--- config.mk ---
export PLATFORM = sky130hd
export DESIGN_NAME = switch_conditioner_flat
export DESIGN_NICKNAME = d
export VERILOG_FILES = /design/src/rtl/switch_conditioner_if.sv /design/src/rtl/switch_conditioner.sv /design/src/flat_wrapper.sv
export SDC_FILE = /design/constraint.sdc
export NUM_CORES = 1
export LEC_CHECK = 0
export ABC_AREA = 1
export CAP_MARGIN = 40
export CORE_MARGIN = 8
export CORE_UTILIZATION = 35
export CTS_BUF_LIST = sky130_fd_sc_hd__clkbuf_8 sky130_fd_sc_hd__clkbuf_16
export CTS_CLUSTER_DIAMETER = 100
export DETAILED_ROUTE_END_ITERATION = 10
export HOLD_SLACK_MARGIN = 0.02
export PLACE_DENSITY = 0.5
export SYNTH_ARGS = -nofsm -noshare
export SYNTH_HDL_FRONTEND = slang
export SYNTH_SLANG_ARGS = --single-unit
--- constraint.sdc ---
create_clock -name clk -period 3.5 [get_ports clk]
set_clock_uncertainty 0.05 [all_clocks]
set_input_delay 0.525 -clock clk [delete_from_list [all_inputs] [get_ports clk]]
set_output_delay 0.525 -clock clk [all_outputs]
set_load 0.02 [all_outputs]
--- src/rtl/switch_conditioner_if.sv ---
// Signal bundle between the raw switch inputs and the conditioned B/C/D outputs.
// The sweep_en member exists only when AUTO_SWEEP_EN is defined.
interface switch_conditioner_if;
    logic [2:0] sw_in;
    logic [2:0] bcd_out;
    logic       changed;
    logic       stable;
`ifdef AUTO_SWEEP_EN
    logic       sweep_en;

    modport master (output sw_in, output sweep_en, input bcd_out, input changed, input stable);
    modport slave  (input sw_in, input sweep_en, output bcd_out, output changed, output stable);
`else
    modport master (output sw_in, input bcd_out, input changed, input stable);
    modport slave  (input sw_in, output bcd_out, output changed, output stable);
`endif
endinterface

--- src/rtl/switch_conditioner.sv ---
// Synchronises and debounces three slide switches into clean {B,C,D} with a change pulse.
// Optional AUTO_SWEEP_EN adds a self-stepping 000..111 test sweep on bcd_out.
module switch_conditioner #(
    parameter int CNT_W           = 16,
    parameter int DEBOUNCE_CYCLES = 50000,
    parameter int STEP_CYCLES     = 50000000
) (
    input logic                 clk,
    input logic                 rst_n,
    switch_conditioner_if.slave sc
);

    localparam logic [CNT_W-1:0] CNT_MAX = CNT_W'(DEBOUNCE_CYCLES - 1);

    if (DEBOUNCE_CYCLES < 2 ||
        longint'(DEBOUNCE_CYCLES) > ((longint'(1) << CNT_W) - 1) ||
        STEP_CYCLES < 1) begin : g_bad_params
        $error("switch_conditioner: illegal DEBOUNCE_CYCLES/STEP_CYCLES for CNT_W");
    end

    logic [2:0]       sync_p0;
    logic [2:0]       sync_p1;
    logic [2:0]       deb_q;
    logic [2:0]       deb_next;
    logic [CNT_W-1:0] cnt_q    [3];
    logic [CNT_W-1:0] cnt_next [3];
    logic             deb_stable;
    logic             changed_q;

    // Stage p0/p1: two-flop synchroniser per switch bit
    always_ff @(posedge clk or negedge rst_n) begin
        if (!rst_n) begin
            sync_p0 <= '0;
            sync_p1 <= '0;
        end else begin
            sync_p0 <= sc.sw_in;
            sync_p1 <= sync_p0;
        end
    end

    // Debounce: a bit only moves after DEBOUNCE_CYCLES unbroken disagreements
    always_comb begin
        deb_next = deb_q;
        for (int i = 0; i < 3; i++) begin
            cnt_next[i] = '0;
            if (sync_p1[i] != deb_q[i]) begin
                if (cnt_q[i] == CNT_MAX) begin
                    deb_next[i] = sync_p1[i];
                end else begin
                    cnt_next[i] = cnt_q[i] + CNT_W'(1);
                end
            end
        end
    end

    always_ff @(posedge clk or negedge rst_n) begin
        if (!rst_n) begin
            deb_q <= '0;
            for (int i = 0; i < 3; i++) begin
                cnt_q[i] <= '0;
            end
        end else begin
            deb_q <= deb_next;
            for (int i = 0; i < 3; i++) begin
                cnt_q[i] <= cnt_next[i];
            end
        end
    end

    assign deb_stable = (cnt_q[0] == '0) && (cnt_q[1] == '0) && (cnt_q[2] == '0);

`ifdef AUTO_SWEEP_EN
    localparam int              STEP_W   = (STEP_CYCLES > 1) ? $clog2(STEP_CYCLES) : 1;
    localparam logic [STEP_W-1:0] STEP_MAX = STEP_W'(STEP_CYCLES - 1);

    logic              sweep_q;
    logic [2:0]        code_q;
    logic [STEP_W-1:0] dwell_q;
    logic [2:0]        bcd_q;

    // Output stage: sweep code overrides the debounced value, which keeps tracking underneath
    always_ff @(posedge clk or negedge rst_n) begin
        if (!rst_n) begin
            sweep_q   <= 1'b0;
            code_q    <= '0;
            dwell_q   <= '0;
            bcd_q     <= '0;
            changed_q <= 1'b0;
        end else begin
            sweep_q <= sc.sweep_en;
            if (sc.sweep_en) begin
                if (!sweep_q) begin
                    code_q    <= '0;
                    dwell_q   <= '0;
                    bcd_q     <= '0;
                    changed_q <= (bcd_q != 3'b000);
                end else if (dwell_q == STEP_MAX) begin
                    dwell_q   <= '0;
                    code_q    <= code_q + 3'd1;
                    bcd_q     <= code_q + 3'd1;
                    changed_q <= 1'b1;
                end else begin
                    dwell_q   <= dwell_q + STEP_W'(1);
                    changed_q <= 1'b0;
                end
            end else begin
                code_q    <= '0;
                dwell_q   <= '0;
                bcd_q     <= deb_next;
                changed_q <= (deb_next != bcd_q);
            end
        end
    end

    assign sc.bcd_out = bcd_q;
    assign sc.stable  = sweep_q | deb_stable;
`else
    // Output stage: change pulse registered on the same edge as the debounced update
    always_ff @(posedge clk or negedge rst_n) begin
        if (!rst_n) begin
            changed_q <= 1'b0;
        end else begin
            changed_q <= (deb_next != deb_q);
        end
    end

    assign sc.bcd_out = deb_q;
    assign sc.stable  = deb_stable;
`endif

    assign sc.changed = changed_q;

endmodule

--- src/flat_wrapper.sv ---
// flat-port wrapper written by rule: the top's interface ports become plain ports
module switch_conditioner_flat 
#(
    parameter int CNT_W           = 16,
    parameter int DEBOUNCE_CYCLES = 50000,
    parameter int STEP_CYCLES     = 50000000
)
  (clk, rst_n, sc_sw_in, sc_bcd_out, sc_changed, sc_stable);
  switch_conditioner_if sc_i ();
  input logic clk;
  input logic rst_n;
  input wire logic [$bits(sc_i.sw_in)-1:0] sc_sw_in;
  output wire logic [$bits(sc_i.bcd_out)-1:0] sc_bcd_out;
  output wire logic [$bits(sc_i.changed)-1:0] sc_changed;
  output wire logic [$bits(sc_i.stable)-1:0] sc_stable;
  assign sc_i.sw_in = sc_sw_in;
  assign sc_bcd_out = sc_i.bcd_out;
  assign sc_changed = sc_i.changed;
  assign sc_stable = sc_i.stable;
  switch_conditioner #(.CNT_W(CNT_W), .DEBOUNCE_CYCLES(DEBOUNCE_CYCLES), .STEP_CYCLES(STEP_CYCLES)) u_core (.clk(clk), .rst_n(rst_n), .sc(sc_i));
endmodule
==> impl_metrics.py <==
metrics = {
    "logic_synthesis": {
        "synth_top_area_cell": "dfrtp_1",
        "synth_area_um2": 3180,
        "yosys.area_share.adder": 0.0236,
        "yosysMostFrequentCell": "nor2_1",
        "async_flop_share": 1.00,
        "synth_compound_area_frac": 0.0272,
        "seq_area_frac_synth": 0.457,
        "netlist_instances": 412,
        "ys_ff_latch": 58,
        "synth_common_cells": "98 x nor2_1, 90 x nand2_1, 58 x dfrtp_1",
        "ys_top_cells_by_area": "dfrtp_1 46%, nor2_1 12%, nand2_1 11%, inv_1 5.2%, xor2_1 4.1%",
        "synth_warnings": 0,
        "synth_mux_area_frac": 0,
        "avgSynthCellArea_um2": 7.71,
        "netlist.area_leader.share": 0.457,
        "synth_nets": 423,
        "synth_edf_count": 0,
        "synth_top_family_by_area": "simple AND/OR/NAND/NOR gates",
        "synthXorXnorAreaFrac": 0.0626,
        "synth_cell_types": 30,
        "yosys.area_share.simple": 0.370,
        "ys.flop_type": "dfrtp_1",
    },
    "clock_network": {
        "cts_sinks": 58,
        "clock-root-buffer": "clkbuf_8",
        "post_cts_buffers": 0,
        "cts_hold_buffers": 0,
        "clockBufferDepth": 2,
        "cts_resized": 0,
        "insertion_delay_ps": 330,
        "clk_pin_slew_ps": 70,
        "h-tree-depth": 3,
        "cts_tree": "yes",
        "numCtsBuffers": 9,
    },
    "routing": {
        "wl_per_cell_um": 13.3,
        "via_count": 2583,
        "drtAntennaViolNets": 0,
        "drt_pass1_iterations": 5,
        "totalWireLength_um": 7290,
        "drc_errors": 0,
        "via_per_inst": 4.72,
        "first_iter_violations": 106,
    },
    "final_layout": {
        "fillCellCount": 919,
        "regArea_um2": 1450,
        "final_layout_size_suffix_gt1_frac": 0.116,
        "diodes": 0,
        "multi_input_area_um2": 1530,
        "final_nets": 445,
        "syn_to_final_growth_pct": 14.3,
    },
    "power": {
        "total_power_mw": 1.46,
        "vdd_drop_max_mv": 0.291,
        "leakagePower_nw": 1.61,
        "p_per_area_nw_per_um2": 401,
    },
    "floorplan": {
        "start_util": 0.362,
        "ios": 10,
        "die_h_um": 111,
        "coreArea_um2": 8760,
        "std_cell_rows": 34,
        "die_w_um": 111,
        "die_area_um2": 12400,
    },
    "grt": {
        "first_global_vias": 2575,
        "antenna_found_initial": 0,
        "track_usage": 0.125,
        "grt_start_max_net_pins": 32,
        "grt_overflow": 0,
        "grt_pass1_wl_um": 12500,
    },
    "worst_setup_path": {
        "crit_fanout": 3,
        "reg2reg_from": "u_core.cnt_q[16]",
        "crit_path_end": "sc_stable",
        "arrival_ps": 2090,
        "reg2reg_setup_slack_ps": 1910,
        "required_ps": 2920,
        "rr_worst_depth": 6,
        "crit_path_start_kind": "flop",
        "critPathLaunch": "u_core.cnt_q[32]",
        "critical_path_class": "reg -> out",
        "critPathCaptureType": "output port",
        "r2r_end": "u_core.cnt_q[20]",
    },
    "placed_design": {
        "pre_cts_ws_ps": 1180,
        "globalplace.congestion": 0.834,
        "dpl.hpwl_um": 5430,
        "portBuffers": 9,
    },
    "job": {
        "cap_viol_max_count": 0,
    },
    "timing": {
        "relSlewSlack": 0.516,
        "postLayoutSetupSlackWorst_ps": 837,
        "rsz0062_at_grt": "no",
        "fmax_ghz": 0.376,
        "worst_pin_slew_ps": 727,
        "final_hold_viol_count": 0,
        "finalCritPeriodShare": 0.761,
        "report.final.slew_viol_count": 0,
        "setup_viol": 0,
        "fin_setup_tns_ps": 0,
        "min_period_ps": 2660,
    },
    "status": {
        "outcome": "finished, final reports clean",
    },
    "min_path": {
        "hold_path.class": "in -> async",
    },
}
[cell usage in the layout, fill, tap and decap left out, drive strengths merged]
master / instances
a21oi: 6
a31oi: 1
buf: 3
bufinv: 2
clkbuf: 10
clkdlybuf4s50: 8
clkinv: 3
clkinvlp: 1
dfrtp: 58
ha: 6
inv: 50
nand2: 97
nand3: 25
nand4: 12
nor2: 110
nor3: 14
nor3b: 3
nor4: 1
o21ai: 7
o21bai: 1
xnor2: 5
xor2: 16
[report_power, final]
part | internal, mW | switching, mW
Combinational | 0.0252 | 0.0481
Clock | 0.415 | 0.275
Sequential | 0.682 | 0.0111
[how the worst min path moves through the flow]
stage / startpoint / end / slack [ps] / cells after the start
final: rst_n / u_core.cnt_q[6] / 200 / 1
after global routing: rst_n / u_core.cnt_q[9] / 250 / 1
after CTS: rst_n / u_core.cnt_q[9] / 210 / 1
after detailed placement: u_core.sync_p0[0] / u_core.sync_p1[0] / 290 / 0
after global placement: u_core.sync_p0[0] / u_core.sync_p1[0] / 290 / 0
after floorplan: rst_n / u_core.cnt_q[0] / 180 / 0
[critical path, cell delays in order, from the launching register on]
cell,delay [ps]
dfrtp_1,400
inv_1,140
ha_1,160
nand2_1,50
nor3_1,160
nand3_1,100
nor2_1,140
clkdlybuf4s50_1,620
[state kept, by name, indices dropped and copies added, names as in the netlist]
name,count
u_core.sync_p1,3
u_core.sync_p0,3
u_core.sc.bcd_out,3
u_core.sc.changed,1
u_core.cnt_q,48
[metal layers]
| layer | GRT usage | share of wire | vias up |
|---|---|---|---|
| met5 | 0 | 0 | - |
| met4 | 0.0631 | 0.0086 | 0 |
| met3 | 0.0314 | 0.031 | 2 |
| met2 | 0.193 | 0.46 | 33 |
| met1 | 0.158 | 0.50 | 1215 |
| li1 | - | - | 1333 |
[final cells by class]
class                   instances  share of cell area
well taps                     108              0.0372
inverters                      50              0.0524
multi-input cells             304               0.423
flip-flops and latches         58               0.400
repair buffers                 11              0.0276
clock buffers                  10              0.0379
clock inverters                 6              0.0224
[metrics by stage]
step / std cells / cell area, um2 / hold WS, ps / utilization
after CTS: 547 / 3630 / 212 / 0.414
after global placement: 531 / 3410 / 288 / 0.389
after floorplan: 412 / 3180 / 179 / -
final: 547 / 3630 / 196 / 0.414
after detailed placement: 531 / 3410 / 289 / 0.389
after global routing: 547 / 3630 / 248 / 0.414
[cells by family after synthesis]
group	Yosys count
fa+ha+maj	6
flops	58
compound gates	15
simple gates	262
xor+xnor	21
buf+inv	50
Power figures use the tool's default switching activity.
